<file path="src/rtl/zapper_pkg.sv">
// rtl/zapper_pkg.sv - shared types and constants for the zapper flash controller
package zapper_pkg;

  // Shot sequencer states
  typedef enum logic [2:0] {
    ST_IDLE     = 3'd0,
    ST_ARM      = 3'd1,
    ST_BLACK    = 3'd2,
    ST_TARGET   = 3'd3,
    ST_RESULT   = 3'd4,
    ST_COOLDOWN = 3'd5
  } state_t;

  // Player indices
  localparam int P1 = 0;
  localparam int P2 = 1;

  // Bit positions inside the zapper status vector
  localparam int DET1  = 0;
  localparam int TRIG1 = 1;
  localparam int DET2  = 2;
  localparam int TRIG2 = 3;

  // Counter width able to hold values 0..max_val
  function automatic int cnt_width(input int max_val);
    if (max_val < 2) return 1;
    return $clog2(max_val + 1);
  endfunction

endpackage

</file>
<file path="src/rtl/zapper_flash_ctrl_if.sv">
// rtl/zapper_flash_ctrl_if.sv - zapper / video / game-logic signal bundle
interface zapper_flash_ctrl_if #(
  parameter int SCORE_W = 8
);
  logic [3:0]         hit;
  logic               frame_start;
  logic               round_reload;
  logic               flash_black;
  logic               flash_target;
  logic               active_player;
  logic               busy;
  logic [1:0]         hit_pulse;
  logic [1:0]         miss_pulse;
  logic [SCORE_W-1:0] score_p1;
  logic [SCORE_W-1:0] score_p2;
  logic [1:0]         shots_p1;
  logic [1:0]         shots_p2;

  // Environment side: supplies zapper status and frame timing, observes results
  modport master (
    output hit, frame_start, round_reload,
    input  flash_black, flash_target, active_player, busy,
    input  hit_pulse, miss_pulse, score_p1, score_p2, shots_p1, shots_p2
  );

  // Controller side
  modport slave (
    input  hit, frame_start, round_reload,
    output flash_black, flash_target, active_player, busy,
    output hit_pulse, miss_pulse, score_p1, score_p2, shots_p1, shots_p2
  );
endinterface

</file>
<file path="src/rtl/zapper_edge_detect.sv">
// rtl/zapper_edge_detect.sv - single register stage plus rising-edge pulses
module zapper_edge_detect #(
  parameter int W = 4
) (
  input  logic         clk,
  input  logic         reset,
  input  logic [W-1:0] din,
  output logic [W-1:0] rise
);

  logic [W-1:0] din_q;

  // Keep last cycle's vector so a level held high yields only one pulse
  always_ff @(posedge clk) begin
    if (reset) din_q <= '0;
    else       din_q <= din;
  end

  assign rise = din & ~din_q;

endmodule

</file>
<file path="src/rtl/zapper_flash_ctrl.sv">
// rtl/zapper_flash_ctrl.sv - light-gun flash sequencer, hit judge and scorekeeper
module zapper_flash_ctrl
  import zapper_pkg::*;
#(
  parameter int BLACK_FRAMES    = 1,
  parameter int TARGET_FRAMES   = 2,
  parameter int COOLDOWN_FRAMES = 4,
  parameter int SHOTS_PER_ROUND = 3,
  parameter int SCORE_W         = 8
) (
  input  logic                clk,
  input  logic                reset,
  zapper_flash_ctrl_if.slave  bus
);

  localparam int MAX_FRAMES_BT = (BLACK_FRAMES > TARGET_FRAMES) ? BLACK_FRAMES : TARGET_FRAMES;
  localparam int MAX_FRAMES    = (MAX_FRAMES_BT > COOLDOWN_FRAMES) ? MAX_FRAMES_BT : COOLDOWN_FRAMES;
  localparam int CNT_W         = cnt_width(MAX_FRAMES);
  localparam logic [1:0] SHOTS_INIT = 2'(SHOTS_PER_ROUND);

  state_t             state;
  state_t             next_state;
  logic [3:0]         rise;
  logic [CNT_W-1:0]   frame_cnt;
  logic [CNT_W-1:0]   cnt_inc;
  logic               player;
  logic               hit_seen;
  logic               cheat;
  logic [1:0]         shots1;
  logic [1:0]         shots2;
  logic [SCORE_W-1:0] score1;
  logic [SCORE_W-1:0] score2;
  logic               flash_black_q;
  logic               flash_target_q;
  logic               accept1;
  logic               accept2;
  logic               det_active;
  logic               judged_hit;
  logic               busy;
  logic [1:0]         hit_pulse;
  logic [1:0]         miss_pulse;

  zapper_edge_detect #(.W(4)) u_edge (
    .clk   (clk),
    .reset (reset),
    .din   (bus.hit),
    .rise  (rise)
  );

  // P1 has priority; an empty budget makes a trigger invisible
  assign accept1    = (state == ST_IDLE) && rise[TRIG1] && (shots1 != 2'd0);
  assign accept2    = (state == ST_IDLE) && rise[TRIG2] && (shots2 != 2'd0) && !accept1;
  assign det_active = player ? rise[DET2] : rise[DET1];
  assign cnt_inc    = frame_cnt + CNT_W'(1);
  assign judged_hit = hit_seen && !cheat;

  // Next-state and combinational outputs
  always_comb begin
    next_state = state;
    busy       = (state != ST_IDLE);
    hit_pulse  = 2'b00;
    miss_pulse = 2'b00;
    case (state)
      ST_IDLE: begin
        if (accept1 || accept2) next_state = ST_ARM;
      end
      ST_ARM: begin
        if (bus.frame_start) next_state = ST_BLACK;
      end
      ST_BLACK: begin
        if (bus.frame_start && (cnt_inc == CNT_W'(BLACK_FRAMES))) next_state = ST_TARGET;
      end
      ST_TARGET: begin
        if (bus.frame_start && (cnt_inc == CNT_W'(TARGET_FRAMES))) next_state = ST_RESULT;
      end
      ST_RESULT: begin
        if (judged_hit) hit_pulse  = player ? 2'b10 : 2'b01;
        else            miss_pulse = player ? 2'b10 : 2'b01;
        next_state = ST_COOLDOWN;
      end
      ST_COOLDOWN: begin
        if (bus.frame_start && (cnt_inc == CNT_W'(COOLDOWN_FRAMES))) next_state = ST_IDLE;
      end
      default: next_state = ST_IDLE;
    endcase
  end

  // State register
  always_ff @(posedge clk) begin
    if (reset) state <= ST_IDLE;
    else       state <= next_state;
  end

  // Frame counter: cleared on every state change, counts frame_start within a phase
  always_ff @(posedge clk) begin
    if (reset) begin
      frame_cnt <= '0;
    end else if (next_state != state) begin
      frame_cnt <= '0;
    end else if (bus.frame_start &&
                 (state == ST_BLACK || state == ST_TARGET || state == ST_COOLDOWN)) begin
      frame_cnt <= cnt_inc;
    end
  end

  // Per-shot context: who fired and what the sensor saw during the flash
  always_ff @(posedge clk) begin
    if (reset) begin
      player   <= 1'b0;
      hit_seen <= 1'b0;
      cheat    <= 1'b0;
    end else if (accept1 || accept2) begin
      player   <= accept1 ? 1'(P1) : 1'(P2);
      hit_seen <= 1'b0;
      cheat    <= 1'b0;
    end else if (state == ST_BLACK && det_active) begin
      cheat    <= 1'b1;
    end else if (state == ST_TARGET && det_active) begin
      hit_seen <= 1'b1;
    end
  end

  // Shot budgets: reload overrides a same-cycle decrement
  always_ff @(posedge clk) begin
    if (reset || bus.round_reload) begin
      shots1 <= SHOTS_INIT;
      shots2 <= SHOTS_INIT;
    end else begin
      if (accept1) shots1 <= shots1 - 2'd1;
      if (accept2) shots2 <= shots2 - 2'd1;
    end
  end

  // Saturating scores, bumped when the result cycle judges a hit
  always_ff @(posedge clk) begin
    if (reset) begin
      score1 <= '0;
      score2 <= '0;
    end else if (state == ST_RESULT && judged_hit) begin
      if (!player && (score1 != '1)) score1 <= score1 + SCORE_W'(1);
      if ( player && (score2 != '1)) score2 <= score2 + SCORE_W'(1);
    end
  end

  // Registered flash controls follow the state being entered
  always_ff @(posedge clk) begin
    if (reset) begin
      flash_black_q  <= 1'b0;
      flash_target_q <= 1'b0;
    end else begin
      flash_black_q  <= (next_state == ST_BLACK) || (next_state == ST_TARGET);
      flash_target_q <= (next_state == ST_TARGET);
    end
  end

  assign bus.flash_black   = flash_black_q;
  assign bus.flash_target  = flash_target_q;
  assign bus.active_player = player;
  assign bus.busy          = busy;
  assign bus.hit_pulse     = hit_pulse;
  assign bus.miss_pulse    = miss_pulse;
  assign bus.score_p1      = score1;
  assign bus.score_p2      = score2;
  assign bus.shots_p1      = shots1;
  assign bus.shots_p2      = shots2;

endmodule

</file>
<file path="src/flat_wrapper.sv">
// flat-port wrapper written by rule: the top's interface ports become plain ports
module zapper_flash_ctrl_flat import zapper_pkg::*;
#(
  parameter int BLACK_FRAMES    = 1,
  parameter int TARGET_FRAMES   = 2,
  parameter int COOLDOWN_FRAMES = 4,
  parameter int SHOTS_PER_ROUND = 3,
  parameter int SCORE_W         = 8
)
  (clk, reset, bus_hit, bus_frame_start, bus_round_reload, bus_flash_black, bus_flash_target, bus_active_player, bus_busy, bus_hit_pulse, bus_miss_pulse, bus_score_p1, bus_score_p2, bus_shots_p1, bus_shots_p2);
  zapper_flash_ctrl_if #(.SCORE_W(SCORE_W)) bus_i ();
  input  logic clk;
  input  logic reset;
  input wire logic [$bits(bus_i.hit)-1:0] bus_hit;
  input wire logic [$bits(bus_i.frame_start)-1:0] bus_frame_start;
  input wire logic [$bits(bus_i.round_reload)-1:0] bus_round_reload;
  output wire logic [$bits(bus_i.flash_black)-1:0] bus_flash_black;
  output wire logic [$bits(bus_i.flash_target)-1:0] bus_flash_target;
  output wire logic [$bits(bus_i.active_player)-1:0] bus_active_player;
  output wire logic [$bits(bus_i.busy)-1:0] bus_busy;
  output wire logic [$bits(bus_i.hit_pulse)-1:0] bus_hit_pulse;
  output wire logic [$bits(bus_i.miss_pulse)-1:0] bus_miss_pulse;
  output wire logic [$bits(bus_i.score_p1)-1:0] bus_score_p1;
  output wire logic [$bits(bus_i.score_p2)-1:0] bus_score_p2;
  output wire logic [$bits(bus_i.shots_p1)-1:0] bus_shots_p1;
  output wire logic [$bits(bus_i.shots_p2)-1:0] bus_shots_p2;
  assign bus_i.hit = bus_hit;
  assign bus_i.frame_start = bus_frame_start;
  assign bus_i.round_reload = bus_round_reload;
  assign bus_flash_black = bus_i.flash_black;
  assign bus_flash_target = bus_i.flash_target;
  assign bus_active_player = bus_i.active_player;
  assign bus_busy = bus_i.busy;
  assign bus_hit_pulse = bus_i.hit_pulse;
  assign bus_miss_pulse = bus_i.miss_pulse;
  assign bus_score_p1 = bus_i.score_p1;
  assign bus_score_p2 = bus_i.score_p2;
  assign bus_shots_p1 = bus_i.shots_p1;
  assign bus_shots_p2 = bus_i.shots_p2;
  zapper_flash_ctrl #(.BLACK_FRAMES(BLACK_FRAMES), .TARGET_FRAMES(TARGET_FRAMES), .COOLDOWN_FRAMES(COOLDOWN_FRAMES), .SHOTS_PER_ROUND(SHOTS_PER_ROUND), .SCORE_W(SCORE_W)) u_core (.clk(clk), .reset(reset), .bus(bus_i));
endmodule
</file>
<file path="config.mk">
export PLATFORM = sky130hd
export DESIGN_NAME = zapper_flash_ctrl_flat
export DESIGN_NICKNAME = d
export VERILOG_FILES = /design/src/rtl/zapper_pkg.sv /design/src/rtl/zapper_flash_ctrl_if.sv /design/src/rtl/zapper_edge_detect.sv /design/src/rtl/zapper_flash_ctrl.sv /design/src/flat_wrapper.sv
export SDC_FILE = /design/constraint.sdc
export NUM_CORES = 1
export LEC_CHECK = 0
export ABC_CLOCK_PERIOD_IN_PS = 2100
export CAP_MARGIN = 10
export CORE_ASPECT_RATIO = 1.75
export CORE_MARGIN = 1.5
export CORE_UTILIZATION = 50
export DETAILED_ROUTE_END_ITERATION = 7
export HOLD_SLACK_MARGIN = 0.15
export PLACE_DENSITY = 0.78
export SYNTH_ARGS = -nofsm -noshare
export SYNTH_HDL_FRONTEND = slang
export SYNTH_HIERARCHICAL = 1
export SYNTH_SLANG_ARGS = --single-unit
</file>
<file path="constraint.sdc">
create_clock -name clk -period 2.1 [get_ports clk]
set_input_delay 0.42 -clock clk [delete_from_list [all_inputs] [get_ports clk]]
set_output_delay 0.42 -clock clk [all_outputs]
set_load 0.02 [all_outputs]
</file>
# Yosys cells after proc, flatten, opt, wreduce, memory -nomap -nowiden

Index checks and enable logic that the tools add are counted.

Add/subtract/negate cells: 5
Multiplexer cells: 13
Eq/ne operators: 13
Reduce and logical (&&, ||, !) cells: 32
Bitwise logic cells: 3

Operator list:

| kind                                                                   | number |
|---|---|
| 3-bit one-hot mux with 6 select lines                                  | 1 |
| 8-bit by 1-bit adder with 8-bit output (second input constant)         | 2 |
| 8-bit inequality test (second input constant)                          | 2 |
| 3-bit by 2-bit equality test with 1-bit output (second input constant) | 5 |
| 1-bit logical AND                                                      | 15 |
| 3-bit two-way mux                                                      | 5 |
| 2-bit two-way mux                                                      | 5 |
| 3-bit equality test (second input constant)                            | 3 |
| 3-bit by 1-bit equality test with 1-bit output (second input constant) | 2 |
| 2-bit AND reduction                                                    | 3 |
| 1-bit logical OR                                                       | 5 |
| 4-bit AND                                                              | 1 |
| 4-bit inverter                                                         | 1 |
| 2-bit nonzero test                                                     | 2 |
| 2-bit OR reduction                                                     | 2 |
| 2-bit by 1-bit subtractor with 2-bit output (second input constant)    | 2 |
| 3-bit by 1-bit adder with 3-bit output (second input constant)         | 1 |
| 1-bit logical NOT                                                      | 3 |
| 3-bit logical NOT                                                      | 1 |
| 3-bit inequality test                                                  | 1 |
| 3-bit nonzero test                                                     | 1 |
| 1-bit two-way mux                                                      | 2 |
| 1-bit inverter                                                         | 1 |

Flip-flop bits (word level): 35
Output and inout bits: 28
Input port bits: 8
Word-level logic and storage cells: 78

# Depth between registers and ports, before layout

Depth in word-level cells: 11
Gate-level depth with buffers: 6

# Cells and area by module

The synthesis kept the hierarchy.

By module, submodules not included:

| module             | instances | area each (µm²) | cells each |
|---|---|---|---|
| zapper_flash_ctrl  | 1         | 1607.8          | 181 |
| zapper_edge_detect | 1         | 140.1           | 12 |

# Least setup slack after synthesis

No wires, ideal clock.

Path type: reg2reg
From: reg u_core.frame_cnt[0]
To: reg u_core.frame_cnt[0]
Period minus slack after synthesis: 1699 ps
Setup time: 78 ps
Cell stages (with the launch flop): 7
Buffers on the path: 0
Arrival time: 1621 ps
Slack: 401 ps
Cells stage by stage: dfxtp_1 > ha_1 > ha_1 > and4_1 > nand2_1 > or3b_1 > nor3_1

Longest elaborated chain between the ends: 7
Elaborated cells between the ends (all ways): 13
Those cells by class: 1 x add/sub; 4 x eq/ne; 4 x mux; 4 x reduce/logical

Ends and longest elaborated chain:

| item                                              | line                                                                      | source |
|---|---|---|
| from (decl)                                       | zapper_flash_ctrl.sv:24                                                   | `logic [CNT_W-1:0] frame_cnt;` |
| from (signal assigned)                            | zapper_flash_ctrl.sv:102                                                  | `frame_cnt <= cnt_inc;` |
| 3-bit by 1-bit adder with 3-bit output *          | zapper_flash_ctrl.sv:54                                                   | `assign cnt_inc = frame_cnt + CNT_W'(1);` |
| 3-bit equality test, or another cell as far along | zapper_flash_ctrl.sv:82                                                   | `if (bus.frame_start && (cnt_inc == CNT_W'(COOLDOWN_FRAMES))) next_state = ST_IDLE;` |
| 1-bit logical AND (on tied branches)              | zapper_flash_ctrl.sv:82, zapper_flash_ctrl.sv:71, zapper_flash_ctrl.sv:74 |  |
| 3-bit two-way mux (on tied branches)              | zapper_flash_ctrl.sv:82, zapper_flash_ctrl.sv:71, zapper_flash_ctrl.sv:74 |  |
| 3-bit one-hot mux with 6 select lines             | zapper_flash_ctrl.sv:63                                                   | `case (state)` |
| 3-bit inequality test                             | zapper_flash_ctrl.sv:98                                                   | `end else if (next_state != state) begin` |
| 2-bit OR reduction (no source line)               | -                                                                         |  |

Every way passes the cells marked *; elsewhere a longest branch is shown, timed or not.
A chain may end at the register's enable or synchronous reset.

# Worst setup path in the final report

From: reg u_core.state[0]
To: out bus_busy

Longest elaborated chain between the ends: 1

Ends and longest elaborated chain:

| item                   | line                    | source |
|---|---|---|
| from (decl)            | zapper_flash_ctrl.sv:21 | `state_t state;` |
| from (signal assigned) | zapper_flash_ctrl.sv:91 | `else state <= next_state;` |
| 3-bit nonzero test     | zapper_flash_ctrl.sv:60 | `busy = (state != ST_IDLE);` |
| to (decl)              | flat_wrapper.sv:20      | `output wire logic [$bits(bus_i.busy)-1:0] bus_busy;` |

No other way between the ends.

==> flow_summary.toml <==
[clock_network]
max-clock-path-buffers = 2
cts_sinks = 35
clk_pin_slew_ps = 70
htreeDepth = 2
cts_tree = "done"
clock_latency_ps = 280
cts_setup_buffers = 0
cts_root_buf = "clkbuf_8"
cts_buffers = 5
hold_buffers = 0
cts_resized = 7

[worst_setup_path]
crit_family = "buffers and inverters"
critPathBufInv = 3
arrival_ps = 1610
slowest_stage = "clkdlybuf4s50_1"
worstPathMaxFanout = 5
path_class = "reg -> out"
crit_required_ps = 1680
endpoint_kind = "output pin"
critPathMaxStageDelay_ps = 590
path_cells = "nor3_1, buf_4, inv_1, clkdlybuf4s50_1"
startpoint_type = "register"

[sta]
tightestPinTransition_ps = 531.6
setup_tns_ps = 0
maxSlewViolCount = 0
slew_headroom_pct = 64.18
period_share_pct = 96.49
hold_viol = 0
final.setup_skew_ps = 2.826
setup_viol = 0
period_minus_slack_ps = 2026
fmax_ghz = 0.4935
rsz0062_at_grt = "false"

[grt]
grt_overflow_total = 0
first_global_vias = 1476
grt_max_degree = 15
grt_pass1_wl_mm = 6.120
antenna_found_initial = 0
track_usage_pct = 21.80

[die]
die_w_um = 47.70
start_util_pct = 51.97
fp-row-count = 28
ios = 36
die-area_mm2 = 0.003874
core_mm2 = 0.003363
die_h_um = 81.22

[drt]
wl_per_cell_um = 13.42
first_iter_violations = 23
viasPerCell = 5.647
wl_mm = 3.798
drcViolationCount = 0
drtAntennaViolNets = 0
num_vias = 1598
dr.pass1.iters = 4

[synthesis]
synth_edf_count = 0
synth-async-reset-ratio_pct = 0
synth_cell_types = 47
synth_area_leaders = "dfxtp_1 (40%), ha_1 (5.7%), a21oi_1 (4.0%)"
synth_top_area_share_pct = 40.09
syn_area_mm2 = 0.001748
yosysSeqAreaShare_pct = 40.09
syn_avg_cell_area_um2 = 9.057
ys_warn_count = 6
synth_area_leader_cell = "dfxtp_1"
ys_seq_elements = 35
synth.net_count = 209
synth_cells = 193
ys.flop_type = "dfxtp_1"

[power_and_ir_drop]
power.density_mw_per_mm2 = 620.9
p_total_mw = 1.425
max-vdd-ir-drop_v = 0.0005777
power_leakage_nw = 0.9015

[flow_run]
maxCapViolCount = 0

[final_layout]
mostFrequentLayoutCells = "dfxtp_1 (32), clkdlybuf4s50_1 (31), a21oi_1 (14)"
antenna_cells = 0
fin_util_pct = 68.23
syn_to_final_growth_pct = 31.28
design_area_mm2 = 0.002295
layout.nets = 253
layout-drive-gt1-share_pct = 13.45
layout_commonest_cell = "dfxtp_1"

[placement]
gp_congestion = 0.8579
numPortBuffers = 35
dpl_cell_area_mm2 = 0.002191
hpwlAfterDp_mm = 2.730

[min_path]
worstHoldPathType = "reg -> reg"

[run_status]
status = "finished clean"
## tightest hold or removal path, stage by stage, from the launching register on
cell and delay, ps:
dfxtp_1 330, o31ai_1 70, a21oi_1 50
## per-stage QoR
stage               hold WS (ps)  instances  setup slack [ps]
floorplan                  491.6        193             401.1
global placement           477.5        275             98.62
detailed placement         491.8        275             61.88
CTS                        503.2        283             21.82
global route               518.3        283             12.85
finish                     495.2        283             73.62
## kinds of logic after synthesis
kind of cell / synth area share (%)
AND/OR/NAND/NOR: 29.49
AO/OA/AOI/OAI: 14.03
flip-flops: 40.09
buffers and inverters: 4.152
adder cells (fa/ha/maj): 5.727
XOR/XNOR: 3.508
multiplexers: 3.006
## registers in the layout, summed over array words and instances (netlist names)
signal and cells:
u_core/bus.shots_p2 2, u_core/state 3, u_core/frame_cnt 3, u_core/bus.flash_target 1, u_core/bus.shots_p1 2, u_core/bus.active_player 1
u_core/bus.score_p2 8, u_core/u_edge/din_q 4, u_core/bus.flash_black 1, u_core/bus.score_p1 8, u_core/cheat 1, u_core/hit_seen 1
## final timing paths
check	depth (start not counted)	from	to	slack, ps
setup / recovery	4	u_core/state[0]	bus_busy	70
setup reg to reg	6	u_core/frame_cnt[0]	u_core/frame_cnt[1]	230
hold / removal	2	u_core/bus.score_p1[6]	u_core/bus.score_p1[6]	500
hold reg to reg	2	u_core/bus.score_p1[6]	u_core/bus.score_p1[6]	500
## area by class of cell
type                    instances  area (um2)
clock buffers                   8       100.1
fillers                       302        1069
inverters                      11       41.29
multi-input cells             140       979.7
flip-flops and latches         35       704.4
well taps                      45       56.30
repair buffers                 44       412.9
## metal layers
metal / GRT usage (%) / vias up / part of all wire [%]
li1: - / 787 / -
met1: 22.53 / 753 / 40
met2: 37.47 / 45 / 53
met3: 5.333 / 13 / 3.5
met4: 12.16 / 0 / 3.1
met5: 0 / - / 0
## synth_stat cells (all sizes together), types with 5 or more instances
| cell type | n |
|---|---|
| a21oi | 14 |
| buf | 5 |
| dfxtp | 35 |
| ha | 8 |
| inv | 11 |
| nand2 | 9 |
| nand3 | 8 |
| nor2 | 12 |
| nor2b | 13 |
| nor3 | 8 |
| o21ai | 6 |
| or3 | 5 |
## report_power, final
part	total [mW]	leakage (nW)	switching, mW	internal (mW)
Sequential	0.703	0.286	0.0203	0.683
Clock	0.536	0.0515	0.237	0.299
Combinational	0.185	0.564	0.0934	0.0919
Note: power is estimated with default switching activity, not from simulation.
